$ cat config.mk
export PLATFORM = sky130hd
export DESIGN_NAME = usb_tx_packetizer
export DESIGN_NICKNAME = d
export VERILOG_FILES = /design/src/rtl/usb_pkg.sv /design/src/rtl/usb_crc16.sv /design/src/rtl/usb_tx_packetizer.sv
export SDC_FILE = /design/constraint.sdc
export NUM_CORES = 1
export LEC_CHECK = 0
export CAP_MARGIN = 20
export CELL_PAD_IN_SITES_DETAIL_PLACEMENT = 1
export CELL_PAD_IN_SITES_GLOBAL_PLACEMENT = 1
export CORE_MARGIN = 2
export CORE_UTILIZATION = 45
export CTS_CLUSTER_DIAMETER = 60
export DETAILED_ROUTE_END_ITERATION = 16
export PLACE_DENSITY_LB_ADDON = 0.25
export SYNTH_ARGS = -nofsm -noshare
export SYNTH_HDL_FRONTEND = slang
export SYNTH_SLANG_ARGS = --single-unit
$ cat constraint.sdc
create_clock -name clk -period 4.67 [get_ports clk]
set_clock_uncertainty 0.1 [all_clocks]
set_input_delay 0.934 -clock clk [delete_from_list [all_inputs] [get_ports clk]]
set_output_delay 0.934 -clock clk [all_outputs]
set_load 0.01 [all_outputs]
$ cat src/rtl/usb_pkg.sv
// USB shared definitions: PID bytes, handshake/kind codes and CRC16 helpers.
package usb_pkg;

    // PID bytes as sent on the wire (upper nibble is the complement check)
    localparam logic [7:0] PID_DATA0 = 8'hC3;
    localparam logic [7:0] PID_DATA1 = 8'h4B;
    localparam logic [7:0] PID_ACK   = 8'hD2;
    localparam logic [7:0] PID_NAK   = 8'h5A;
    localparam logic [7:0] PID_STALL = 8'h1E;

    // Handshake response codes shared with the setup handler
    typedef enum logic [1:0] {
        hs_ack   = 2'b00,
        hs_none  = 2'b01,
        hs_nak   = 2'b10,
        hs_stall = 2'b11
    } hs_code_t;

    // Transmit request kinds
    localparam logic [1:0] KIND_ACK   = 2'b00;
    localparam logic [1:0] KIND_DATA  = 2'b01;
    localparam logic [1:0] KIND_NAK   = 2'b10;
    localparam logic [1:0] KIND_STALL = 2'b11;

    // CRC16 (x^16+x^15+x^2+1), reflected form
    localparam logic [15:0] CRC16_POLY = 16'hA001;
    localparam logic [15:0] CRC16_INIT = 16'hFFFF;

    // PID byte for a request kind; toggle picks DATA0/DATA1
    function automatic logic [7:0] pid_byte(input logic [1:0] kind, input logic toggle);
        logic [7:0] pid;
        case (kind)
            KIND_ACK:  pid = PID_ACK;
            KIND_DATA: pid = toggle ? PID_DATA1 : PID_DATA0;
            KIND_NAK:  pid = PID_NAK;
            default:   pid = PID_STALL;
        endcase
        return pid;
    endfunction

    // One byte of CRC16, LSB first
    function automatic logic [15:0] crc16_update(input logic [15:0] crc, input logic [7:0] data);
        logic [15:0] c;
        c = crc ^ {8'h00, data};
        for (int i = 0; i < 8; i++) begin
            c = c[0] ? ((c >> 1) ^ CRC16_POLY) : (c >> 1);
        end
        return c;
    endfunction

endpackage

$ cat src/rtl/usb_crc16.sv
// Byte-parallel USB CRC16 register with synchronous clear and update enable.
module usb_crc16
    import usb_pkg::*;
(
    input  logic        clk,
    input  logic        rst_n,
    input  logic        clear,
    input  logic        en,
    input  logic [7:0]  data,
    output logic [15:0] crc
);

    // CRC accumulator; clear wins over update
    always_ff @(posedge clk or negedge rst_n) begin
        if (!rst_n) begin
            crc <= CRC16_INIT;
        end else if (clear) begin
            crc <= CRC16_INIT;
        end else if (en) begin
            crc <= crc16_update(crc, data);
        end
    end

endmodule

$ cat src/rtl/usb_tx_packetizer.sv
// Control endpoint transmitter: emits handshake or DATA0/1 packets as a byte stream.
module usb_tx_packetizer
    import usb_pkg::*;
#(
    parameter int unsigned MAX_PKT = 64,
    parameter int unsigned CNT_W   = 8
) (
    input  logic             clk,
    input  logic             rst_n,
    input  logic             tx_start,
    input  logic [1:0]       tx_kind,
    input  logic             data_toggle,
    output logic             usb_send_queue_r_en,
    input  logic [7:0]       usb_send_queue_data_out,
    input  logic             usb_send_queue_empty,
    output logic [7:0]       tx_byte,
    output logic             tx_valid,
    input  logic             tx_ready,
    output logic             tx_busy,
    output logic             tx_done,
    output logic [CNT_W-1:0] tx_count
);

    localparam logic [2:0] ST_IDLE   = 3'd0;
    localparam logic [2:0] ST_PID    = 3'd1;
    localparam logic [2:0] ST_FETCH  = 3'd2;
    localparam logic [2:0] ST_WAIT   = 3'd3;
    localparam logic [2:0] ST_DATA   = 3'd4;
    localparam logic [2:0] ST_CRC_LO = 3'd5;
    localparam logic [2:0] ST_CRC_HI = 3'd6;
    localparam logic [2:0] ST_DONE   = 3'd7;

    localparam logic [CNT_W-1:0] CNT_MAX = CNT_W'(MAX_PKT);

    logic [2:0]       state, state_nxt;
    logic [1:0]       kind_q, kind_nxt;
    logic [CNT_W-1:0] cnt, cnt_nxt;
    logic [7:0]       tx_byte_nxt;
    logic             tx_valid_nxt, tx_busy_nxt, tx_done_nxt, r_en_nxt;
    logic [CNT_W-1:0] tx_count_nxt;
    logic             crc_clear, crc_en;
    logic [15:0]      crc;
    logic             accept;

    assign accept = tx_valid && tx_ready;

    usb_crc16 u_crc (
        .clk   (clk),
        .rst_n (rst_n),
        .clear (crc_clear),
        .en    (crc_en),
        .data  (usb_send_queue_data_out),
        .crc   (crc)
    );

    // State, datapath and registered outputs
    always_ff @(posedge clk or negedge rst_n) begin
        if (!rst_n) begin
            state               <= ST_IDLE;
            kind_q              <= KIND_ACK;
            cnt                 <= '0;
            tx_byte             <= 8'h00;
            tx_valid            <= 1'b0;
            tx_busy             <= 1'b0;
            tx_done             <= 1'b0;
            tx_count            <= '0;
            usb_send_queue_r_en <= 1'b0;
        end else begin
            state               <= state_nxt;
            kind_q              <= kind_nxt;
            cnt                 <= cnt_nxt;
            tx_byte             <= tx_byte_nxt;
            tx_valid            <= tx_valid_nxt;
            tx_busy             <= tx_busy_nxt;
            tx_done             <= tx_done_nxt;
            tx_count            <= tx_count_nxt;
            usb_send_queue_r_en <= r_en_nxt;
        end
    end

    // Next state and next registered outputs. The pop is decided on the edge
    // that enters ST_FETCH so r_en is high during ST_FETCH and the byte lands
    // in ST_WAIT; empty cannot reassert without our own pop, so this is safe.
    always_comb begin
        state_nxt    = state;
        kind_nxt     = kind_q;
        cnt_nxt      = cnt;
        tx_byte_nxt  = tx_byte;
        tx_valid_nxt = tx_valid;
        tx_busy_nxt  = tx_busy;
        tx_done_nxt  = 1'b0;
        tx_count_nxt = tx_count;
        r_en_nxt     = 1'b0;
        crc_clear    = 1'b0;
        crc_en       = 1'b0;

        case (state)
            ST_IDLE: begin
                if (tx_start) begin
                    state_nxt    = ST_PID;
                    kind_nxt     = tx_kind;
                    tx_byte_nxt  = pid_byte(tx_kind, data_toggle);
                    tx_valid_nxt = 1'b1;
                    tx_busy_nxt  = 1'b1;
                end
            end
            ST_PID: begin
                if (accept) begin
                    tx_valid_nxt = 1'b0;
                    if (kind_q == KIND_DATA) begin
                        cnt_nxt   = '0;
                        crc_clear = 1'b1;
                        r_en_nxt  = !usb_send_queue_empty;
                        state_nxt = ST_FETCH;
                    end else begin
                        tx_done_nxt  = 1'b1;
                        tx_busy_nxt  = 1'b0;
                        tx_count_nxt = cnt;
                        state_nxt    = ST_DONE;
                    end
                end
            end
            ST_FETCH: begin
                if (usb_send_queue_r_en) begin
                    state_nxt = ST_WAIT;
                end else begin
                    tx_byte_nxt  = ~crc[7:0];
                    tx_valid_nxt = 1'b1;
                    state_nxt    = ST_CRC_LO;
                end
            end
            ST_WAIT: begin
                tx_byte_nxt  = usb_send_queue_data_out;
                tx_valid_nxt = 1'b1;
                crc_en       = 1'b1;
                cnt_nxt      = cnt + CNT_W'(1);
                state_nxt    = ST_DATA;
            end
            ST_DATA: begin
                if (accept) begin
                    tx_valid_nxt = 1'b0;
                    r_en_nxt     = (cnt != CNT_MAX) && !usb_send_queue_empty;
                    state_nxt    = ST_FETCH;
                end
            end
            ST_CRC_LO: begin
                if (accept) begin
                    tx_byte_nxt = ~crc[15:8];
                    state_nxt   = ST_CRC_HI;
                end
            end
            ST_CRC_HI: begin
                if (accept) begin
                    tx_valid_nxt = 1'b0;
                    tx_done_nxt  = 1'b1;
                    tx_busy_nxt  = 1'b0;
                    tx_count_nxt = cnt;
                    state_nxt    = ST_DONE;
                end
            end
            ST_DONE: begin
                state_nxt = ST_IDLE;
            end
            default: begin
                state_nxt = ST_IDLE;
            end
        endcase
    end

endmodule

==> flow_metrics.tcl, run 1 <==
set metrics [dict create \
    placed_cell_area_mm2 0.00293 \
    synth_common_cells "dfrtp_1, nor2_1, nand2_1" \
    dieHeight_um 78.8 \
    ys_ff_latch 49 \
    routed-via-count 1982 \
    routed_wl_um 5960 \
    root_buffer "clkbuf_8" \
    synthesis.area_mm2 0.00252 \
    cts_resized 0 \
    hold_slack_ns 0.358 \
    synthAdderAreaFrac_pct 0.995 \
    rsz0062_at_grt "no" \
    critPathRequiredTime_ns 4.72 \
    dp_hpwl_um 4200 \
    avgViaCountPerCell 5.49 \
    placed_cells 352 \
    p_total_mw 2.17 \
    finalCriticalPeriod_ns 2.86 \
    synth_top_area_share_pct 32.8 \
    use_met3_pct 3.86 \
    finalCritPeriodShare_pct 61.2 \
    yosysSeqAreaShare_pct 49.5 \
    multi_input_area_mm2 0.00119 \
    grtUsageMet2_pct 31.7 \
    die_area_mm2 0.00621 \
    hold_buffers 0 \
    gr-max-usage-layer "met2" \
    finalSetupViolations 0 \
    dp_slack_ns 1.52 \
    netlist_instances 255 \
    cts_tree "built" \
    cp.arrival_ns 2.91 \
    endpoint_kind "flop" \
    worstMarginPinSlew_ns 1.00 \
    synth_top_family_by_area "compound AO/OA/AOI/OAI gates" \
    r2r_slack_ns 2.27 \
    grt_max_degree 50 \
    leakage_nw 1.25 \
    tritoncts_num_sinks 49 \
    first_global_vias 2004 \
    fin_ws_ns 1.81 \
    hold_violations 0 \
    clkTransAtPathRegs_ns 0.09 \
    antennaDiodeCount 0 \
    syn2layout_area_growth_pct 20.6 \
    cts_setup_buffers 0 \
    fin_setup_tns_ns 0 \
    synth_xor_area_share_pct 10.5 \
    die_x_um 78.8 \
    r2r-start "state[2]" \
    yosys.area.top_type "dfrtp_1" \
    ys_warn_count 0 \
    dr.pass1.iters 4 \
    synth_area_leaders "dfrtp_1, dfstp_2, mux2_2" \
    max_freq_mhz 350 \
    r2r_cells 5 \
    relSlewSlack_pct 32.8 \
    core_mm2 0.00544 \
    r2r-end "cnt[6]" \
    clk_latency_ns 0.30 \
    gp_congestion 0.848 \
    cp_max_fo 12 \
    syn-num-nets 273 \
    synth_edf_count 0 \
    synth_simple_gate_area_share_pct 14.7 \
    yosys-mux-area-fraction_pct 5.37 \
    synth_cell_types 35 \
    ios 36 \
    drt-wirelength-per-cell_um 16.5 \
    status "finished, final reports clean" \
    synthArstFlopShare_pct 100 \
    report.final.slew_viol_count 0 \
    synth_compound_area_share_pct 15.7 \
    port_buffers 35 \
    nNetsFinal 306 \
    critPathKind "in -> reg" \
    htreeDepth 2 \
    grt_pass1_wl_um 10000 \
    overflow 0 \
    start_util_pct 46.3 \
    yosys_most_used_dff "dfrtp_1" \
    cp-endpoint "cnt[7]" \
    stdcell_area_mm2 0.00304 \
    met1_usage_pct 30.7 \
    avgSynthCellArea_um2 9.87 \
    drive_gt1_share_pct 13.8 \
    drc 0 \
    ff_latch_area_mm2 0.00125 \
    yosysMostFrequentCell "dfrtp_1" \
    powerDensity_mw_per_mm2 715 \
    startpoint_type "primary input" \
    utilization_pct 55.8 \
    numCtsBuffers 5 \
    stdcell_count 361 \
    fp-row-count 27 \
    fillers 621 \
    antenna_found_initial 0 \
    ant_nets 0 \
    vdd_drop_max_mv 0.426 \
    first_iter_violations 88 \
    maxCapViolCount 0 \
    grt_util_all_layers_pct 21.0 \
    crit_start "tx_ready" \
    cts_buffer_depth 2 \
    hold_path.class "in -> async" \
]
[routing by layer]
layer | part of all wire (%) | wire [um]
met5 | 0 | 0
met4 | 0.96 | 57
met3 | 3.8 | 226
met2 | 47 | 2790
met1 | 48 | 2890
[worst min-delay path by stage]
| stage | end | from | slack [ns] | cells after the start |
|---|---|---|---|---|
| after CTS | tx_byte[7] | tx_byte[7] | 0.42 | 1 |
| after detailed placement | tx_byte[7] | tx_byte[7] | 0.40 | 1 |
| after global placement | tx_byte[3] | tx_byte[3] | 0.39 | 1 |
| after floorplan | kind_q[1] | kind_q[1] | 0.39 | 1 |
| after global routing | tx_count[5] | rst_n | 0.34 | 1 |
| final | state[1] | rst_n | 0.36 | 1 |
[cells in the final DEF, fill, tap and decap left out, types with 2 or more instances in the layout]
master / synthesis / layout
a31oi_1: 2 / 2
clkbuf_1: 12 / 2
a21oi_1: 22 / 22
nor2b_1: 4 / 4
nand2b_1: 3 / 3
a22oi_1: 3 / 3
nand3_1: 7 / 7
nor2_1: 29 / 29
a22o_1: 2 / 2
mux2_2: 12 / 12
dfrtp_1: 33 / 33
nand4_1: 4 / 4
a311oi_1: 3 / 3
ha_1: 2 / 2
o22ai_1: 2 / 2
dfstp_2: 16 / 16
nor3_1: 4 / 4
xor2_1: 14 / 14
and3_1: 2 / 2
clkdlybuf4s50_1: 0 / 34
xnor2_1: 11 / 11
nand2_1: 28 / 28
o22a_1: 9 / 9
clkbuf_8: 0 / 6
o2bb2ai_1: 2 / 2
o21ai_0: 11 / 11
inv_1: 8 / 8
buf_4: 0 / 3
[cell type report]
cell class / count / area share (%)
Sequential cell: 49 / 41.1
Timing Repair Buffer: 39 / 12.8
Multi-Input combinational cell: 185 / 39.2
Tap cell: 72 / 2.97
Inverter: 8 / 0.989
Clock buffer: 8 / 2.97
[flip-flops by register name, indices dropped and copies added, names as in the netlist, 2 cells and up]
name       cells
u_crc.crc     16
cnt            8
tx_byte        8
tx_count       8
state          3
kind_q         2
[worst max-delay path, cell delays in order]
cell and delay [ns]:
clkdlybuf4s50_1 0.57, nand4b_1 0.12, a21oi_1 0.79, nand4_1 0.23
xor2_1 0.20, nor2_1 0.05
[logic make-up after synthesis]
logic type      count (synthesis)
simple gates                   83
flops                          49
xor+xnor                       27
fa+ha+maj                       2
compound gates                 61
mux                            12
buf+inv                        21
[power breakdown]
group / total [mW] / switching (mW) / internal (mW) / leakage [nW]
Combinational: 1.10 / 0.528 / 0.567 / 0.638
Clock: 0.255 / 0.134 / 0.121 / 0.0455
Sequential: 0.820 / 0.169 / 0.651 / 0.564
Total: 2.17 / 0.831 / 1.34 / 1.25
Note: power is estimated with default switching activity, not from simulation.
==> inputs of run 2 (changes only) <==
--- a/config.mk
+++ b/config.mk
@@ -9,7 +9,7 @@
 export CELL_PAD_IN_SITES_DETAIL_PLACEMENT = 1
 export CELL_PAD_IN_SITES_GLOBAL_PLACEMENT = 1
 export CORE_MARGIN = 2
-export CORE_UTILIZATION = 45
+export CORE_UTILIZATION = 38
 export CTS_CLUSTER_DIAMETER = 60
 export DETAILED_ROUTE_END_ITERATION = 16
 export PLACE_DENSITY_LB_ADDON = 0.25
==> constraint.sdc (replaced) <==
create_clock -name clk -period 2.5 [get_ports clk]
set_clock_uncertainty 0.1 [all_clocks]
set_input_delay 0.5 -clock clk [delete_from_list [all_inputs] [get_ports clk]]
set_output_delay 0.5 -clock clk [all_outputs]
set_load 0.01 [all_outputs]
==> run 2 against run 1 <==
  * Final cell count increased by 5.8%
  * Combinational power grew 110%
  * Critical endpoint is now u_crc.crc[0]
  * Routed wire length rose by 7.2%
  * Register-to-register slack worse by 1.9 ns
  * Utilization is 6.3 points lower
  * Non-clock buffer count rose by 16
  * Cell area grew 4.2%
  * Via count up 3.3%
==> flow_metrics.tcl, run 2 (synthesis results as in run 1) <==
set metrics [dict create \
    gp_congestion 0.807 \
    fillers 728 \
    p_seq_share_pct 35.1 \
    root_buffer "clkbuf_8" \
    drt-wirelength-per-cell_um 16.7 \
    syn2layout_area_growth_pct 25.7 \
    p_comb_share_pct 54.1 \
    powerDensity_mw_per_mm2 1370 \
    rsz0062_at_grt "no" \
    finalCriticalPeriod_ns 2.32 \
    first_iter_violations 115 \
    critPathKind "in -> reg" \
    cts_tree "built" \
    cts_setup_buffers 0 \
    regMostFlops "u_crc.crc" \
    clk_latency_ns 0.30 \
    port_buffers 35 \
    max_freq_mhz 431 \
    htreeDepth 2 \
    clkTransAtPathRegs_ns 0.09 \
    grt_util_all_layers_pct 19.0 \
    drive_gt1_share_pct 19.0 \
    vdd_drop_max_mv 0.697 \
    fp-row-count 29 \
    cp_max_fo 2 \
    placed_cell_area_mm2 0.00307 \
    hold_buffers 0 \
    status "finished, final reports clean" \
    p_int_mw 2.68 \
    final_common_cell "clkdlybuf4s50_1" \
    path_common_cell "xor2_1" \
    r2r-end "u_crc.crc[0]" \
    worstMarginPinSlew_ns 0.599 \
    cts_resized 0 \
    tritoncts_num_sinks 49 \
    critPathRequiredTime_ns 2.63 \
    hold_violations 0 \
    routed-via-count 2048 \
    nNetsFinal 322 \
    crit_chain "clkdlybuf4s50_1 > xor2_1 > xor2_1 > xnor3_2 > xnor3_1 > o22a_1" \
    cts_buffer_depth 2 \
    antennaDiodeCount 0 \
    ios 36 \
    drc 0 \
    use_met3_pct 3.11 \
    switchingPower_mw 1.67 \
    cp.arrival_ns 2.45 \
    grt_pass1_wl_um 10900 \
    die_x_um 85.4 \
    finalSetupViolations 0 \
    core_mm2 0.00639 \
    numCtsBuffers 5 \
    layout_common_cells "clkdlybuf4s50_1, dfrtp_1, nor2_1, nand2_1, a21oi_1" \
    overflow 0 \
    dieHeight_um 85.4 \
    met1_usage_pct 27.5 \
    r2r_slack_ns 0.34 \
    clockPowerShare_pct 10.8 \
    antenna_found_initial 0 \
    endpoint_kind "flop" \
    routed_wl_um 6390 \
    die_area_mm2 0.00729 \
    startpoint_type "primary input" \
    dp_hpwl_um 4710 \
    finalCritPeriodShare_pct 92.8 \
    maxCapViolCount 0 \
    cpPeakStageDelay_ns 0.51 \
    r2r_cells 5 \
    placed_cells 374 \
    ant_nets 0 \
    avgViaCountPerCell 5.36 \
    stdcell_count 382 \
    dr.pass1.iters 4 \
    start_util_pct 39.4 \
    leakage_nw 1.32 \
    report.final.slew_viol_count 0 \
    first_global_vias 2169 \
    gr-max-usage-layer "met2" \
    slowest_stage "clkdlybuf4s50_1" \
    hold_path.class "in -> async" \
    grtUsageMet2_pct 30.0 \
    r2r-start "u_crc.crc[4]" \
    relSlewSlack_pct 60.0 \
    p_sw_share_pct 38.4 \
    stdcell_area_mm2 0.00316 \
    largest_reg_flops 16 \
    grt_max_degree 27 \
]
## run 2: cell types whose count changed in the layout (fill, tap and decap cells not counted), sizes merged
cell,delta
buf,+16
clkinvlp,+2
clkbuf,-2
## run 2: layout make-up
cell class,instances,area (um2),area share [%]
sequential,49,1250,39.4
multi-input combinational,185,1190,37.8
timing repair buffer,55,508,16.1
tap,77,96.3,3.05
clock buffer,6,72.6,2.30
inverter,8,30.0,0.950
clock inverter,2,15.0,0.475
## run 2: worst max-delay path by stage
| stage | startpoint | end | depth (start not counted) |
|---|---|---|---|
| 6_report | usb_send_queue_data_out[4] | u_crc.crc[0] | 6 |
| 5_1_grt | usb_send_queue_data_out[4] | u_crc.crc[15] | 7 |
| 4_1_cts | state[2] | tx_byte[3] | 5 |
| 3_5_place_dp | usb_send_queue_data_out[4] | u_crc.crc[0] | 6 |
| 3_3_place_gp | usb_send_queue_data_out[4] | u_crc.crc[0] | 6 |
| 2_1_floorplan | u_crc.crc[0] | u_crc.crc[0] | 5 |
## run 2: through the flow
step           power (mW)  TNS, ns  hold slack, ns  utilization, %  worst slack (ns)
3_5_place_dp         3.87   -0.264           0.397            48.1            -0.129
6_report             4.35        0          0.0767            49.5             0.181
5_1_grt              4.69        0           0.106            49.5            0.0556
2_1_floorplan        2.96        0           0.104               -             0.383
4_1_cts              4.38        0          0.0886            49.5             0.144
3_3_place_gp         3.80   -0.106           0.389            48.1           -0.0839
## run 2: per-layer routing
| metal | vias to the layer above | wire length (um) | share of wire [%] |
|---|---|---|---|
| met2 | 33 | 3050 | 48 |
| met1 | 1023 | 3120 | 49 |
| met5 | - | 0 | 0 |
| met4 | 0 | 31 | 0.49 |
| met3 | 2 | 192 | 3.0 |
| li1 | 990 | - | - |
## run 2: power groups by stage
stage | Combinational (mW) | Sequential, mW | Clock (mW)
floorplan | 1.49 | 1.47 | 0
CTS | 2.36 | 1.53 | 0.489
global placement | 2.27 | 1.53 | 0
detailed placement | 2.33 | 1.54 | 0
finish | 2.35 | 1.53 | 0.469
global route | 2.60 | 1.58 | 0.512
## run 2: worst max-delay path, delay by kind of cell
kind                      cells  cell delay (ns)
xor gates and xnor gates      4             1.26
AOI/OAI and AO/OA             1             0.18
buffers and inverters         1             0.51
==> inputs of run 3 (changes only) <==
==> constraint.sdc (replaced) <==
create_clock -name clk -period 1.9 [get_ports clk]
set_clock_uncertainty 0.1 [all_clocks]
set_input_delay 0.38 -clock clk [delete_from_list [all_inputs] [get_ports clk]]
set_output_delay 0.38 -clock clk [all_outputs]
set_load 0.01 [all_outputs]
==> run 3 against run 2 <==
  * The run now ends with negative setup slack left
  * Global-route usage grew 1.7 points
  * Clock power up 71%
  * Routed wire length up 10%
  * Sequential share of layout area is 3.3 points lower
  * First-iteration DRC count increased by 36%
  * Via count is 6.4% higher
  * Worst hold slack better by 0.34 ns
  * Non-clock buffer count rose by 26
  * Critical endpoint unchanged
==> flow_metrics.tcl, run 3 (synthesis results as in run 1) <==
set metrics [dict create \
    start_util_pct 39.4 \
    finalCritPeriodShare_pct 104 \
    grt_util_all_layers_pct 20.6 \
    rsz0062_at_grt "yes" \
    overflow 0 \
    cp.arrival_ns 2.12 \
    leakage_nw 1.51 \
    drt-wirelength-per-cell_um 17.3 \
    first_iter_violations 156 \
    r2r-end "u_crc.crc[0]" \
    gr-max-usage-layer "met2" \
    cp_max_fo 3 \
    gp_congestion 0.836 \
    antenna_found_initial 0 \
    grt_max_degree 50 \
    layout_common_cells "buf_4, dfrtp_1, clkdlybuf4s50_1, nor2_1, nand2_1" \
    core_mm2 0.00639 \
    tritoncts_num_sinks 49 \
    root_buffer "clkbuf_8" \
    routed_wl_um 7060 \
    avgViaCountPerCell 5.34 \
    port_buffers 35 \
    grt_pass1_wl_um 11800 \
    worstMarginPinSlew_ns 0.323 \
    clkTransAtPathRegs_ns 0.10 \
    numCtsBuffers 5 \
    violations "negative setup slack" \
    cpPeakStageDelay_ns 0.57 \
    critPathRequiredTime_ns 2.04 \
    critPathBufInv 1 \
    clk_latency_ns 0.31 \
    dp_hpwl_um 4850 \
    cp_top_family "XOR/XNOR gates" \
    vdd_drop_max_mv 1.18 \
    cp-endpoint "u_crc.crc[0]" \
    crit_cells 6 \
    routed-via-count 2179 \
    met1_usage_pct 29.9 \
    startpoint_type "flop" \
    endpoint_kind "flop" \
    crit_chain "xnor2_2 > buf_4 > xnor2_4 > xnor3_2 > xnor3_1 > o22a_1" \
    status "finished, violations left" \
    utilization_pct 54.2 \
    dp_slack_ns -0.498 \
    regMostFlops "u_crc.crc" \
    syn2layout_area_growth_pct 37.4 \
    placed_cells 394 \
    r2r_slack_ns -0.08 \
    ios 36 \
    grtUsageMet2_pct 31.9 \
    drc 0 \
    drive_gt1_share_pct 28.1 \
    ant_nets 0 \
    htreeDepth 2 \
    dr.pass1.iters 4 \
    slowest_stage "dfstp_2" \
    nNetsFinal 348 \
    report.final.slew_viol_count 0 \
    maxCapViolCount 0 \
    hold_violations 0 \
    final_common_cell "buf_4" \
    crit_start "u_crc.crc[2]" \
    relSlewSlack_pct 78.4 \
    first_global_vias 2290 \
    max_freq_mhz 505 \
    largest_reg_flops 16 \
    finalSetupViolations 3 \
    die_area_mm2 0.00729 \
    cts_tree "built" \
    dieHeight_um 85.4 \
    cts_buffer_depth 2 \
    fin_setup_tns_ns -0.167 \
    powerDensity_mw_per_mm2 1820 \
    r2r-start "u_crc.crc[2]" \
    stdcell_count 408 \
    hold_path.class "reg -> reg" \
    p_total_mw 6.29 \
    use_met3_pct 3.50 \
    fp-row-count 29 \
    critPathKind "reg -> reg" \
    finalCriticalPeriod_ns 1.98 \
    fin_ws_ns -0.0785 \
    r2r_cells 6 \
    antennaDiodeCount 0 \
    die_x_um 85.4 \
]
[run 3: cell types whose count changed in the layout (fill, tap and decap cells not counted), moves of 2 or more]
cell,previous run,this run
clkinvlp_4,2,0
xnor2_1,11,6
buf_4,19,44
xnor2_2,0,4
inv_6,0,2
xor2_1,14,12
xor2_2,0,2
clkdlybuf4s50_1,34,32
[run 3: layout make-up]
cell class              count  area (um2)
clock buffers               5        68.8
clock inverters             3        47.5
fillers                   730        2930
inverters                   8        30.0
multi-input cells         185        1260
flip-flops and latches     49        1250
well taps                  77        96.3
repair buffers             81         707
[run 3: worst min-delay path by stage]
stage	from	endpoint	cells past startpoint
2_1_floorplan	rst_n	cnt[0]	0
3_3_place_gp	rst_n	tx_count[6]	2
3_5_place_dp	rst_n	cnt[4]	2
4_1_cts	tx_count[5]	tx_count[5]	1
5_1_grt	tx_count[6]	tx_count[6]	1
6_report	tx_busy	tx_busy	1
[run 3: stage by stage]
| step | hold WS [ns] | area (um2) |
|---|---|---|
| after floorplan | -0.0156 | 2520 |
| after global placement | 0.290 | 3230 |
| after detailed placement | 0.297 | 3230 |
| after CTS | 0.418 | 3410 |
| after global routing | 0.440 | 3460 |
| final | 0.419 | 3460 |
[run 3: repair_timing]
action | in CTS | in global routing
hold buffers | 1 | 0
pin swaps | 7 | 5
setup endpoints to repair | 3 | 37
gates resized for setup | 6 | 6
hold endpoints to repair | 33 | 0
setup buffers | 2 | 3
[run 3: power by group]
group          switching, mW  internal [mW]
sequential             0.408           1.60
clock                  0.399          0.402
combinational           1.57           1.91
[run 3: layer usage]
layer,wire length [um],vias to the layer above
met5,0,-
li1,-,1047
met3,268,10
met1,3330,1077
met4,106,0
met2,3350,45
